**config.mk**
```make
export PLATFORM = sky130hd
export DESIGN_NAME = dec_scan_n
export DESIGN_NICKNAME = d
export VERILOG_FILES = /design/src/rtl/dec_pkg.sv /design/src/rtl/onehot_dec.sv /design/src/rtl/dec_scan_n.sv
export SDC_FILE = /design/constraint.sdc
export NUM_CORES = 1
export LEC_CHECK = 0
export BUFFER_PORTS_ARGS = -buffer_cell sky130_fd_sc_hd__buf_2
export CAP_MARGIN = 40
export CORE_MARGIN = 2
export CORE_UTILIZATION = 55
export CTS_CLUSTER_SIZE = 30
export DETAILED_ROUTE_END_ITERATION = 10
export PLACE_DENSITY = 0.87
export SLEW_MARGIN = 40
export SYNTH_ARGS = -nofsm -noshare
export SYNTH_HDL_FRONTEND = slang
export SYNTH_SLANG_ARGS = --single-unit
```
**constraint.sdc**
```tcl
create_clock -name clk -period 3.7 [get_ports clk]
set_input_delay 0.74 -clock clk [delete_from_list [all_inputs] [get_ports clk]]
set_output_delay 0.74 -clock clk [all_outputs]
set_load 0.05 [all_outputs]
```
**src/rtl/dec_pkg.sv**
```systemverilog
// -----------------------------------------------------------------------------
// dec_pkg
// Shared types and constants for the one-hot decoder family.
//   state_t     : controller states IDLE / DIRECT / SCAN
//   MODE_DIRECT : value of the mode input that selects host-indexed decoding
//   MODE_SCAN   : value of the mode input that selects the self-stepping scan
// -----------------------------------------------------------------------------
package dec_pkg;

    typedef enum logic [1:0] {
        IDLE   = 2'd0,
        DIRECT = 2'd1,
        SCAN   = 2'd2
    } state_t;

    localparam logic MODE_DIRECT = 1'b0;
    localparam logic MODE_SCAN   = 1'b1;

endpackage

```
**src/rtl/onehot_dec.sv**
```systemverilog
// -----------------------------------------------------------------------------
// onehot_dec
// Combinational SEL_W-to-2^SEL_W one-hot decoder with a valid gate.
// Ports:
//   idx  in   SEL_W   index to decode
//   vld  in   1       1: y = 1 << idx, 0: y = 0
//   y    out  OUT_W   one-hot (or all-zero) result
// -----------------------------------------------------------------------------
module onehot_dec #(
    parameter  int SEL_W = 3,
    localparam int OUT_W = 1 << SEL_W
) (
    input  logic [SEL_W-1:0] idx,
    input  logic             vld,
    output logic [OUT_W-1:0] y
);

    assign y = vld ? (OUT_W'(1) << idx) : '0;

endmodule

```
**src/rtl/dec_scan_n.sv**
```systemverilog
// -----------------------------------------------------------------------------
// dec_scan_n
// Registered one-hot decoder with enable and two modes:
//   DIRECT : d follows a host-supplied index (loaded on sel_vld).
//   SCAN   : d steps through the output lines, each held for dwell+1 cycles.
// Optional feature macro: DEC_SKIP_MASK_EN adds scan_mask so SCAN skips lanes.
// Ports:
//   clk        in   1        rising-edge clock
//   rst        in   1        asynchronous, active-high reset
//   en         in   1        0: outputs to zero, controller to IDLE
//   mode       in   1        MODE_DIRECT / MODE_SCAN
//   sel        in   SEL_W    DIRECT index
//   sel_vld    in   1        load sel (DIRECT only)
//   dwell      in   DWELL_W  slot length - 1, sampled at each slot start
//   d          out  OUT_W    registered one-hot (or all-zero) output
//   cur_idx    out  SEL_W    index currently driven on d
//   wrap       out  1        pulse when the scan returns to its first slot
//   busy       out  1        1 while in DIRECT or SCAN
//   scan_mask  in   OUT_W    (DEC_SKIP_MASK_EN only) bit i = 1 skips lane i
// -----------------------------------------------------------------------------
module dec_scan_n
    import dec_pkg::*;
#(
    parameter  int SEL_W   = 3,
    parameter  int DWELL_W = 8,
    localparam int OUT_W   = 1 << SEL_W
) (
    input  logic               clk,
    input  logic               rst,
    input  logic               en,
    input  logic               mode,
    input  logic [SEL_W-1:0]   sel,
    input  logic               sel_vld,
    input  logic [DWELL_W-1:0] dwell,
    output logic [OUT_W-1:0]   d,
    output logic [SEL_W-1:0]   cur_idx,
    output logic               wrap,
    output logic               busy
`ifdef DEC_SKIP_MASK_EN
    ,
    input  logic [OUT_W-1:0]   scan_mask
`endif
);

    state_t             state, state_nx;
    logic [DWELL_W-1:0] cnt, cnt_nx;
    logic [SEL_W-1:0]   idx_nx;
    logic               vld_nx;
    logic               wrap_nx;
    logic [OUT_W-1:0]   dec_y;
    logic [OUT_W-1:0]   mask;

    logic [SEL_W-1:0]   first_idx, next_idx;
    logic               first_ok, next_ok;

`ifdef DEC_SKIP_MASK_EN
    assign mask = scan_mask;
`else
    // Without the mask every lane is eligible, so the search below reduces to
    // a plain increment with wrap at OUT_W-1.
    assign mask = '0;
`endif

    // Lane search. Loops run from the far end toward the near end so the last
    // hit written is the nearest one, which avoids any early exit.
    //   first_idx : lowest unmasked lane (slot used on SCAN entry)
    //   next_idx  : next unmasked lane after cur_idx, circularly; an offset of
    //               OUT_W lands back on cur_idx when it is the only open lane.
    always_comb begin
        logic [SEL_W-1:0] cand;
        // NOTE: every variable gets a default before any branch so no path
        // leaves it unassigned -- that is what keeps a latch from appearing.
        cand      = '0;
        first_ok  = 1'b0;
        first_idx = '0;
        next_ok   = 1'b0;
        next_idx  = cur_idx;
        for (int k = OUT_W - 1; k >= 0; k--) begin
            if (!mask[k]) begin
                first_ok  = 1'b1;
                first_idx = SEL_W'(k);
            end
        end
        for (int k = OUT_W; k >= 1; k--) begin
            cand = cur_idx + SEL_W'(k);
            if (!mask[cand]) begin
                next_ok  = 1'b1;
                next_idx = cand;
            end
        end
    end

    // Next-state / next-output logic. idx_nx/vld_nx feed a single decoder,
    // so the DIRECT and SCAN paths share it and d can never be multi-hot.
    always_comb begin
        state_nx = state;
        idx_nx   = cur_idx;
        vld_nx   = |d;
        cnt_nx   = cnt;
        wrap_nx  = 1'b0;

        if (!en) begin
            state_nx = IDLE;
            vld_nx   = 1'b0;
        end else begin
            unique case (state)
                IDLE: begin
                    if (mode == MODE_SCAN) begin
                        state_nx = SCAN;
                        cnt_nx   = dwell;
                        idx_nx   = first_ok ? first_idx : cur_idx;
                        vld_nx   = first_ok;
                    end else begin
                        state_nx = DIRECT;
                        vld_nx   = 1'b0;
                    end
                end

                DIRECT: begin
                    if (mode == MODE_SCAN) begin
                        state_nx = SCAN;
                        cnt_nx   = dwell;
                        idx_nx   = first_ok ? first_idx : cur_idx;
                        vld_nx   = first_ok;
                    end else if (sel_vld) begin
                        idx_nx = sel;
                        vld_nx = 1'b1;
                    end
                end

                SCAN: begin
                    if (mode == MODE_DIRECT) begin
                        // d and cur_idx hold until the host loads an index.
                        state_nx = DIRECT;
                    end else if (cnt == '0) begin
                        // Slot boundary: dwell is sampled here and only here.
                        cnt_nx = dwell;
                        if (next_ok) begin
                            idx_nx  = next_idx;
                            vld_nx  = 1'b1;
                            wrap_nx = (next_idx <= cur_idx);
                        end else begin
                            vld_nx  = 1'b0;
                        end
                    end else begin
                        cnt_nx = cnt - DWELL_W'(1);
                    end
                end

                default: begin
                    state_nx = IDLE;
                    vld_nx   = 1'b0;
                end
            endcase
        end
    end

    onehot_dec #(.SEL_W(SEL_W)) u_dec (
        .idx (idx_nx),
        .vld (vld_nx),
        .y   (dec_y)
    );

    // NOTE: state registers use non-blocking assignments so every flop in
    // this block samples the pre-edge values, independent of statement order.
    always_ff @(posedge clk or posedge rst) begin
        if (rst) begin
            state   <= IDLE;
            d       <= '0;
            cur_idx <= '0;
            wrap    <= 1'b0;
            cnt     <= '0;
        end else begin
            state   <= state_nx;
            d       <= dec_y;
            cur_idx <= idx_nx;
            wrap    <= wrap_nx;
            cnt     <= cnt_nx;
        end
    end

    assign busy = (state != IDLE);

endmodule

```
==> summary.md <==
| Metric | Value |
|---|---|
| Routed WL | `2610 um` |
| Most frequent cell after synthesis | `dfrtp_1` |
| Worst Path Required | `3.93 ns` |
| Sink Count | `22` |
| Max-Cap Viols | `0` |
| Initial Util | `59.7%` |
| Clock-pin slew on the worst setup and hold paths | `0.12 ns` |
| Via-to-Cell Ratio | `5.89` |
| Post-route minimum period | `roughly 2.8 ns` |
| Vias in the first global route | `about 1,000` |
| Fmax achieved | `359 MHz` |
| Routed length per instance | `14.1 um` |
| Worst Max-Slew Pin Slew | `~0.68 ns` |
| Placed Instances | `181` |
| CTS resizes | `0` |
| Post-Syn Instances | `roughly 130` |
| RSZ-0062 raised after global routing | `false` |
| Worst slew margin | `a little over half` |
| DIE HEIGHT | `50.8 um` |
| Mux contribution to synthesized area | `0.830%` |
| N_diodes | `0` |
| Final nets | `between 150 and 200` |
| Iteration-0 DRC Markers | `49` |
| DRC viols | `0` |
| Syn nets | `148` |
| Largest net degree at the start of global routing | `23` |
| Synth Area in Compound Gates | `19.5%` |
| Setup CP Type | `register to register` |
| Mean post-synth cell area | `9.35 um2` |
| Final setup TNS | `0 ns` |
| Initial antenna violation count | `0` |
| Finished Layout Cells | `between 150 and 200` |
| CTS HTree Levels | `1` |
| Main synth FF type | `dfrtp_1` |
| Leakage power | `between 0.6 and 0.7 nW` |
| Synth area leader | `dfrtp_1` |
| Clk_lat worst skew | `0.30 ns` |
| Met1 Use GR | `29.7%` |
| PwrDens | `412 nW/um2` |
| Post-route cell area | `1420 um2` |
| Tot GR Track Use | `21.7%` |
| Total setup buffers inserted after CTS | `0` |
| Reg-to-reg critical path startpoint | `cnt[0]` |
| Number of routed nets with antenna violations | `0` |
| Total gr overflow | `0` |
| Drt first pass iters | `4` |
| Storage element area | `around 550 um2` |
| XOR/XNOR Fraction of Synth Area | `less than 1%` |
| Total CTS buffers | `3` |
| Fin Clk Skew | `0.00172 ns` |
| Status | `completed` |
| Via count | `1,090` |
| Die footprint | `2580 um2` |
| Post-Place Cell Area | `between 1000 and 1500 um2` |
| FP Rows | `16` |
| Number of flops mapped to enable cells by yosys | `0` |
| Core Area | `2020 um2` |
| Warnings, synthesis | `0` |
| M2 GR Usage | `34.9%` |
| Synth Area in Simple Gates | `a little over a quarter` |
| Routability cong. | `0.753` |
| CP arrival | `about 3 ns` |
| Layout cells sized above 1 | `27.8%` |
| Crit end category | `register` |
| Post-synthesis adder-cell area fraction | `3.11%` |
| Area of the multi-input gates | `609 um2` |
| CTS tree | `done` |
| M3 GR Usage | `2.92%` |
| Die Wd | `50.8 um` |
| VDD IR max | `0.000230 V` |
| Global-route wire length before repair | `4310 um` |
| Root Driver | `clkbuf_4` |
| Post-DP HPWL | `1980 um` |
| Critical Path Source Type | `register` |
| Crit path max fanout | `7` |
| Cell Area, Synth | `1210 um2` |
| Max Slew Vio Count | `0` |
| Yosys reg bits | `22` |
| Register area share after synthesis | `between 40% and 50%` |
| Top cells by area, synth | `dfrtp_1, a21oi_1, nor2_1` |
| Synth cell types | `44` |
| FFs w/ async S/R, synth | `100%` |
| Num ports | `29` |
| Fill cells | `151` |
| RR Endpoint | `d[5]` |
| Commonest cells post-synth | `dfrtp_1, a21oi_1, nor2_1` |
| Final Hold Viols | `0` |
| Period utilisation layout | `75.2%` |
| Crit path launch | `cnt[0]` |
| CTS hold repair buffers | `0` |
| Largest family of logic cells by synthesized area | `simple AND/OR/NAND/NOR gates` |
| Clock buffer depth | `2` |
| Setup Viol. Count Final | `0` |
| Port bufs | `28` |
| Area grow syn2layout | `17.7%` |
| Reg2reg setup slack | `between 0.9 and 1 ns` |
| Register-to-Register Path Depth | `7` |
| Worst hold path class | `input pin to asynchronous set/reset pin` |
| Synth top area share | `between 40% and 50%` |
| Most used routing layer | `met2` |
-- routing by layer --
metal / routed length (um) / vias to the layer above
li1: - / 529
met1: 1190 / 509
met2: 1240 / 46
met3: 136 / 6
met4: 36 / 0
met5: 0 / -
-- layout make-up --
type	count	area share (%)
clock inverters	1	2.11
flip-flops and latches	22	38.8
well taps	27	2.38
repair buffers	28	9.87
multi-input cells	95	42.9
clock buffers	3	1.59
inverters	9	2.38
-- power breakdown --
part	total [mW]	internal (mW)	switching, mW
clock	0.180	0.109	0.0705
combinational	0.117	0.0434	0.0736
sequential	0.288	0.261	0.0266
-- stage by stage --
step                      power (mW)  setup slack [ns]  hold slack, ns  utilization (%)
after floorplan                0.373              1.13           0.520                -
after global placement         0.401             0.982           0.539             67.6
after detailed placement       0.407             0.908           0.555             67.6
after CTS                      0.586             0.945           0.570             70.2
after global routing           0.615             0.779           0.452             70.2
final                          0.585             0.916           0.428             70.2
-- sequential cells by signal, indices dropped and copies added (netlist names) --
signal   cells
cnt          8
cur_idx      3
d            8
state        2
wrap         1
-- cell usage in the layout, fill, tap and decap left out, types with 2 or more instances in the layout --
| master | netlist | routed |
|---|---|---|
| nand2_1 | 8 | 8 |
| buf_2 | 1 | 28 |
| dfrtp_1 | 22 | 22 |
| inv_2 | 2 | 3 |
| nor4_1 | 3 | 3 |
| ha_1 | 3 | 3 |
| or4b_1 | 2 | 2 |
| inv_1 | 7 | 6 |
| nand3_1 | 4 | 4 |
| clkbuf_4 | 0 | 3 |
| nor3_2 | 4 | 4 |
| o21a_1 | 2 | 2 |
| or3_1 | 3 | 3 |
| o21ai_0 | 4 | 4 |
| nor2b_1 | 5 | 5 |
| nor3_1 | 8 | 8 |
| nor2_1 | 11 | 11 |
| a21oi_1 | 12 | 12 |
-- cell families after synthesis --
logic type               count (synthesis)
AO/OA/AOI/OAI                           35
XOR/XNOR                                 1
adder cells (fa/ha/maj)                  3
buffers and inverters                   12
flip-flops                              22
multiplexers                             1
AND/OR/NAND/NOR                         55
-- worst max-delay path by stage --
stage | end | depth (start not counted)
floorplan | d[1] | 8
global placement | d[5] | 6
finish | d[5] | 7
global route | d[1] | 7
CTS | d[5] | 7
detailed placement | d[1] | 6
-- critical path, cell delays in order (launching register included) --
cell and delay, ns:
dfrtp_1 0.42, inv_1 0.09, ha_1 0.21, or4b_1 0.58, or3_4 0.45, a311o_1 0.40
or3b_4 0.45, nor3_2 0.12
(Power assumes the default switching activity.)
